File: src/rtl/keysched_pkg.sv
// Shared helpers and default key/decoy tables for the keyed schedule FSM.
// Used by keysched_counter and keyed_sched_fsm.
package keysched_pkg;

  localparam int DEF_NUM_SEG = 3;
  localparam int DEF_KEY_W   = 10;
  localparam int DEF_STATE_W = 4;

  // Slice i of each table belongs to segment i (slice 0 in the LSBs).
  localparam logic [DEF_NUM_SEG*DEF_KEY_W-1:0]   KEYS_DEF   = {10'd958, 10'd382, 10'd18};
  localparam logic [DEF_NUM_SEG*DEF_STATE_W-1:0] DECOYS_DEF = {4'd6, 4'd3, 4'd11};

  // Width of the segment index; a single segment still gets one bit.
  function automatic int seg_w(input int num_seg);
    return (num_seg <= 1) ? 1 : $clog2(num_seg);
  endfunction

  // Width of the schedule counter for a period of 'period' cycles.
  function automatic int cnt_w(input int period);
    return (period <= 1) ? 1 : $clog2(period);
  endfunction

endpackage

File: src/rtl/keysched_counter.sv
// Schedule counter: counts 0..NUM_SEG*SEG_LEN-1 while step is high and
// derives the current segment index from the pre-edge count.
module keysched_counter
  import keysched_pkg::*;
#(
  parameter int NUM_SEG = 3,
  parameter int SEG_LEN = 7
) (
  input  logic                       clk,
  input  logic                       rst,
  input  logic                       step,
  output logic [seg_w(NUM_SEG)-1:0]  seg_idx
);

  localparam int PERIOD = NUM_SEG * SEG_LEN;
  localparam int CNT_W  = cnt_w(PERIOD);
  localparam int SEG_W  = seg_w(NUM_SEG);
  localparam logic [CNT_W-1:0] CNT_MAX = CNT_W'(PERIOD - 1);

  logic [CNT_W-1:0] cnt_q;
  logic [CNT_W-1:0] cnt_d;

  always_comb begin
    cnt_d = cnt_q;
    if (step) begin
      cnt_d = (cnt_q == CNT_MAX) ? '0 : cnt_q + 1'b1;
    end
  end

  always_ff @(posedge clk) begin
    if (rst) begin
      cnt_q <= '0;
    end else begin
      cnt_q <= cnt_d;
    end
  end

  // Division is widened to 32 bits so SEG_LEN never truncates to zero.
  assign seg_idx = SEG_W'(32'(cnt_q) / SEG_LEN);

endmodule

File: src/rtl/keyed_sched_fsm.sv
// Keyed-schedule state register: a correct key for the current segment lets
// nx_state through, a wrong key loads that segment's decoy state instead.
// Optional build macro KEYSCHED_STICKY_EN: once a wrong key is seen, every
// later advance follows decoy states until reset.
module keyed_sched_fsm
  import keysched_pkg::*;
#(
  parameter int STATE_W     = 4,
  parameter int KEY_W       = 10,
  parameter int NUM_SEG     = 3,
  parameter int SEG_LEN     = 7,
  parameter int RESET_STATE = 1,
  parameter logic [NUM_SEG*KEY_W-1:0]   KEYS   = KEYS_DEF,
  parameter logic [NUM_SEG*STATE_W-1:0] DECOYS = DECOYS_DEF
) (
  input  logic                       clk,
  input  logic                       rst,
  input  logic                       step,
  input  logic [KEY_W-1:0]           keyinput,
  input  logic [STATE_W-1:0]         nx_state,
  output logic [STATE_W-1:0]         pr_state,
  output logic [seg_w(NUM_SEG)-1:0]  seg_idx,
  output logic                       key_ok,
  output logic                       lock_err
);

  localparam int SEG_W = seg_w(NUM_SEG);

  // Handshake: step is a plain enable, no ready; every step=1 cycle advances.
  keysched_counter #(
    .NUM_SEG (NUM_SEG),
    .SEG_LEN (SEG_LEN)
  ) u_counter (
    .clk     (clk),
    .rst     (rst),
    .step    (step),
    .seg_idx (seg_idx)
  );

  logic [KEY_W-1:0]   key_sel;
  logic [STATE_W-1:0] decoy_sel;

  always_comb begin
    key_sel   = '0;
    decoy_sel = '0;
    for (int i = 0; i < NUM_SEG; i++) begin
      if (seg_idx == SEG_W'(i)) begin
        key_sel   = KEYS[i*KEY_W +: KEY_W];
        decoy_sel = DECOYS[i*STATE_W +: STATE_W];
      end
    end
  end

  assign key_ok = (keyinput == key_sel);

  logic [STATE_W-1:0] pr_state_q;
  logic [STATE_W-1:0] pr_state_d;
  logic               lock_err_q;
  logic               lock_err_d;
  logic               take_decoy;

`ifdef KEYSCHED_STICKY_EN
  logic sticky_q;
  logic sticky_d;

  assign take_decoy = !key_ok || sticky_q;

  always_comb begin
    sticky_d = sticky_q;
    if (step && take_decoy) begin
      sticky_d = 1'b1;
    end
  end

  always_ff @(posedge clk) begin
    if (rst) begin
      sticky_q <= 1'b0;
    end else begin
      sticky_q <= sticky_d;
    end
  end
`else
  assign take_decoy = !key_ok;
`endif

  always_comb begin
    pr_state_d = pr_state_q;
    lock_err_d = lock_err_q;
    if (step) begin
      if (take_decoy) begin
        pr_state_d = decoy_sel;
        lock_err_d = 1'b1;
      end else begin
        pr_state_d = nx_state;
        lock_err_d = 1'b0;
      end
    end
  end

  always_ff @(posedge clk) begin
    if (rst) begin
      pr_state_q <= STATE_W'(RESET_STATE);
      lock_err_q <= 1'b0;
    end else begin
      pr_state_q <= pr_state_d;
      lock_err_q <= lock_err_d;
    end
  end

  assign pr_state = pr_state_q;
  assign lock_err = lock_err_q;

endmodule

File: config.mk
export PLATFORM = sky130hd
export DESIGN_NAME = keyed_sched_fsm
export DESIGN_NICKNAME = d
export VERILOG_FILES = /design/src/rtl/keysched_pkg.sv /design/src/rtl/keysched_counter.sv /design/src/rtl/keyed_sched_fsm.sv
export SDC_FILE = /design/constraint.sdc
export NUM_CORES = 1
export LEC_CHECK = 0
export ABC_CLOCK_PERIOD_IN_PS = 4100
export CAP_MARGIN = 15
export CORE_UTILIZATION = 30
export CTS_BUF_LIST = sky130_fd_sc_hd__clkbuf_4
export DETAILED_ROUTE_END_ITERATION = 8
export MAX_ROUTING_LAYER = met4
export PLACE_DENSITY_LB_ADDON = 0.05
export SKIP_CTS_REPAIR_TIMING = 1
export SYNTH_ARGS = -nofsm -noshare
export SYNTH_HDL_FRONTEND = slang
export SYNTH_SLANG_ARGS = --single-unit
File: constraint.sdc
create_clock -name clk -period 4.1 [get_ports clk]
set_input_delay 0.82 -clock clk [delete_from_list [all_inputs] [get_ports clk]]
set_output_delay 0.82 -clock clk [all_outputs]
set_load 0.1 [all_outputs]
-- After elaboration in Yosys (flattened, before gate mapping)
Index checks and enable logic that the tools add are counted.
- reductions and logical operators: 1
- multiplexer cells: 9
- div/mod/pow operators: 1
- add/subtract/negate cells: 1
- equal/unequal tests: 4
- operators by type and width (cell ; count):
    $div 5x3->32 const B ; 1
    $mux 10 ; 2
    $mux 4 ; 4
    $eq 10x10->1 ; 1
    $mux 5 ; 2
    $add 5x1->5 const B ; 1
    $eq 5x5->1 const B ; 1
    $eq 2x1->1 const B ; 1
    $eq 2x2->1 const B ; 1
    $logic_not 2->1 ; 1
    $mux 1 ; 1
- register bits: 10
- input port bits: 17
- output and inout bits: 8

-- Logic depth before layout (Yosys ltp)
- word-level depth: 7
- gate-level depth with buffers: 12

-- Modules after synthesis
A second synthesis with hierarchy kept.
- cells, all modules: 91
- area total of the unflattened synthesis: 837.1 sq um
- by module, submodules not included (module ; area each (sq um) ; cells an instance ; instances ; sequential area each (sq um)):
    keyed_sched_fsm ; 452.9 ; 48 ; 1 ; 100.1
    keysched_counter ; 384.1 ; 43 ; 1 ; 100.1

-- Worst setup path after synthesis
No wires, ideal clock.
- path type: register to output
- start: reg u_counter.cnt_q[2]
- end: out key_ok
- required time: 3.280 ns
- arrival: 5.520 ns
- path slack: -2.240 ns
- stages on the path, launching flop included: 12
- buffers on the path: 1
- cell sequence: dfxtp_1 -> clkbuf_1 -> a21boi_0 -> ha_1 -> a21oi_1 -> a2bb2oi_1 -> o21ai_0 -> a21o_1 -> ha_1 -> or4_4 -> mux2_4 -> nor3_1
- word-level cells in the longest chain between the ends: 6
- elaborated cells on any way between the ends: 8
- classes of those cells: div: 1; eq/ne: 3; mux: 3; reduce/logical: 1
- RTL lines (what ; RTL line ; RTL):
    start, declared ; keysched_counter.sv:20 ; logic [CNT_W-1:0] cnt_q;
    start signal, assigned ; keysched_counter.sv:34 ; cnt_q <= cnt_d;
    $div 5x3->32 (*) ; keysched_counter.sv:39 ; assign seg_idx = SEG_W'(32'(cnt_q) / SEG_LEN);
    named net seg_idx[0] ; keyed_sched_fsm.sv:22 ; output logic [seg_w(NUM_SEG)-1:0] seg_idx,
    $logic_not 2->1 ; keyed_sched_fsm.sv:47 ; if (seg_idx == SEG_W'(i)) begin
    $mux 5 ; keyed_sched_fsm.sv:47 ;
    $mux 10 ; keyed_sched_fsm.sv:47 ;
    $mux 10 (*) ; keyed_sched_fsm.sv:47 ;
    $eq 10x10->1 (*) ; keyed_sched_fsm.sv:54 ; assign key_ok = (keyinput == key_sel);
    end, declared ; keyed_sched_fsm.sv:23 ; output logic key_ok,
The timed path passes the listed nets; every way through them passes the cells marked *.

-- Worst setup path after layout
- start: reg u_counter.cnt_q[1]
- end: out key_ok
- word-level cells in the longest chain between the ends: 6
- elaborated cells on any way between the ends: 8
- classes of those cells: div: 1; eq/ne: 3; mux: 3; reduce/logical: 1
- RTL lines (what ; RTL line):
    $div 5x3->32 (*) ; keysched_counter.sv:39
    $logic_not 2->1 ; keyed_sched_fsm.sv:47
    $mux 5 ; keyed_sched_fsm.sv:47
    $mux 10 ; keyed_sched_fsm.sv:47
    $mux 10 (*) ; keyed_sched_fsm.sv:47
    $eq 10x10->1 (*) ; keyed_sched_fsm.sv:54
Every way passes the cells marked *; elsewhere a longest branch is shown, timed or not.

==> flow_metrics.py <==
metrics = {
    "detailed_routing": {
        "drtPass1Iterations": 6,
        "drt_iter0_drc": 8,
        "detail_route.drc_violations": 1,
        "via_per_inst": 5.08,
        "wl_per_cell_um": 13.1,
        "totalWireLength_mm": 2.05,
        "drtAntennaViolNets": 0,
        "num_vias": 792,
    },
    "die": {
        "std_cell_rows": 18,
        "die-area_um2": 2810,
        "start_util": 0.316,
        "pin_count": 25,
        "die_y_um": 53.1,
        "core_area_um2": 2480,
        "die_w_um": 53.1,
    },
    "synth": {
        "synth_common_cells": "nor2_1, dfxtp_1, ha_1",
        "yosysMostFrequentCell": "nor2_1",
        "synth_cell_type_count": 35,
        "synth_area_leaders": "dfxtp_1, ha_1, nor2_1",
        "synthCells": 98,
        "synth_edf_count": 0,
        "syn_area_per_cell_um2": 7.98,
        "ys_seq_elements": 10,
        "synth_seq_area_share": 0.256,
        "synth_warnings": 0,
        "synth_ff_type": "dfxtp_1",
        "synth_top_area_frac": 0.256,
        "syn_area_um2": 782,
        "syn-num-nets": 123,
        "synth_top_cell_by_area": "dfxtp_1",
        "async_reset_ff_frac": 0,
    },
    "grt": {
        "antenna_found_initial": 0,
        "grt_usage": 0.169,
        "overflow": 0,
        "grt_max_degree": 17,
        "grt_pass1_vias": 729,
        "grt_pass1_wl_mm": 3.31,
    },
    "clock_network": {
        "cts_made_buffers": 3,
        "cts.sinks": 10,
        "clock_latency_ps": 260,
        "cts_buffer_depth": 2,
        "cts_tree": "done",
        "h-tree-depth": 1,
        "clk_pin_slew_ps": 60,
        "cts_root_buf": "clkbuf_4",
    },
    "finish": {
        "layout.cells.non_filler": 156,
        "final_util": 0.473,
        "stdcell_area_um2": 1170,
        "drive_gt1_frac": 0.175,
        "area_delta_synth_final_pct": 49.9,
        "nNetsFinal": 153,
        "nFillCells": 263,
        "n_antenna_cell": 0,
    },
    "pwr": {
        "p_switching_mw": 0.0766,
        "intPower_mw": 0.165,
        "vdd_drop_max_mv": 0.103,
        "p_leak_nw": 0.462,
        "p_per_area_nw_per_um2": 206,
        "p_clk_frac": 0.266,
        "combPwrFrac": 0.296,
        "power_frac_seq": 0.437,
        "p_sw_frac": 0.317,
    },
    "sta": {
        "setup_viol": 0,
        "holdWs_ps": 484,
        "min_period_ps": 3830,
        "rsz0062_at_grt": "false",
        "fin_crit_sh": 0.933,
        "worstMarginPinSlew_ps": 961,
        "fin_skew_ps": 4.15,
        "layout_setup_ws_ps": 275,
        "slew_headroom": 0.357,
        "hold_violations": 0,
        "slew_viol_final": 0,
        "max_freq_mhz": 261,
    },
    "setup_path": {
        "slowest_delay_ps": 490,
        "crit_fanout": 8,
        "crit_family": "simple AND/OR/NAND/NOR gates",
        "arrival_ps": 3010,
        "crit_type": "flop to output pin",
        "start_kind": "flop",
        "worstPathCellList": "ha_2, a21oi_2, a2bb2oi_4, o21ai_1, a21o_4, ha_4, or4_4, mux2_4, nor3_4, buf_12",
        "slowest_stage": "dfxtp_1",
        "setup.worst_path.end_class": "output pin",
        "cp_data_required_time_ps": 3280,
        "path_buf_inv": 1,
    },
    "outcome": {
        "violations": "DRC",
        "status": "finished, violations left",
    },
    "place": {
        "post-place-ws_ps": 394,
        "hpwl_mm": 1.63,
        "placed_area_um2": 1140,
        "placed_cells": 152,
        "port_buffers": 24,
        "finalWeightedCongestion": 0.780,
    },
    "worst_hold_path": {
        "min-delay-path-class": "flop to flop",
    },
    "flow_run": {
        "cap_violations": 0,
    },
}
==> area by class of cell <==
type                       count  area [µm²]  area share
tap                           30        37.5      0.0320
multi-input combinational     78         603       0.514
timing repair buffer          29         283       0.241
clock buffer                   3        22.5      0.0192
sequential                    10         200       0.171
inverter                       6        26.3      0.0224
==> cell usage in the layout, fill, tap and decap left out, types with 2 or more instances in the layout <==
cell / netlist / routed
a21oi_1: 6 / 5
and3_1: 2 / 2
buf_4: 0 / 7
clkbuf_4: 0 / 3
clkdlybuf4s50_1: 0 / 21
dfxtp_1: 10 / 10
ha_1: 8 / 6
inv_1: 6 / 5
mux2i_1: 2 / 2
nand2_1: 6 / 6
nand3_1: 3 / 3
nand4_1: 5 / 5
nand4b_1: 2 / 2
nor2_1: 11 / 11
o211ai_1: 2 / 2
o21ai_0: 5 / 4
o31ai_1: 2 / 2
xnor2_1: 2 / 2
xor2_1: 3 / 3
==> registers in the layout, summed over array words and instances (netlist names) <==
register,flops
lock_err,1
u_counter.cnt_q,5
pr_state,4
==> through the flow <==
step           setup TNS [ps]  power [mW]
2_1_floorplan            -297       0.149
3_3_place_gp                0       0.180
3_5_place_dp                0       0.180
4_1_cts                     0       0.246
5_1_grt                     0       0.257
6_report                    0       0.242
==> power groups by stage <==
stage          Sequential [mW]  Combinational (mW)  Clock (mW)
4_1_cts                  0.106              0.0719      0.0686
3_5_place_dp             0.108              0.0717           0
2_1_floorplan            0.127              0.0222           0
6_report                 0.106              0.0718      0.0645
3_3_place_gp             0.108              0.0723           0
5_1_grt                  0.106              0.0771      0.0740
==> per-layer routing <==
metal,up-vias,track usage,share of wire
li1,415,-,-
met1,358,0.232,0.54
met2,17,0.234,0.42
met3,2,0.0259,0.023
met4,0,0.0921,0.012
met5,-,-,0
==> worst min-delay path: cells and delay by family, from the launching register on <==
family / cells / cell delay (ps)
and+or+nand+nor: 1 / 80
DFF: 1 / 310
AOI/OAI and AO/OA: 1 / 50
==> cell families after synthesis <==
family | count (synthesis) | share of synthesized area
and+or+nand+nor | 37 | 0.253
AOI/OAI and AO/OA | 25 | 0.214
buffers and inverters | 10 | 0.0480
DFF | 10 | 0.256
adders and majority gates | 8 | 0.128
xor gates and xnor gates | 5 | 0.0560
muxes | 3 | 0.0448
==> worst paths after layout <==
kind	start	end	slack [ps]	cells after the start
setup / recovery	u_counter.cnt_q[1]	key_ok	270	10
hold / removal	pr_state[3]	pr_state[3]	480	2
setup reg to reg	u_counter.cnt_q[1]	pr_state[1]	1090	10
hold reg to reg	pr_state[3]	pr_state[3]	480	2
Note: power is estimated with default switching activity, not from simulation.
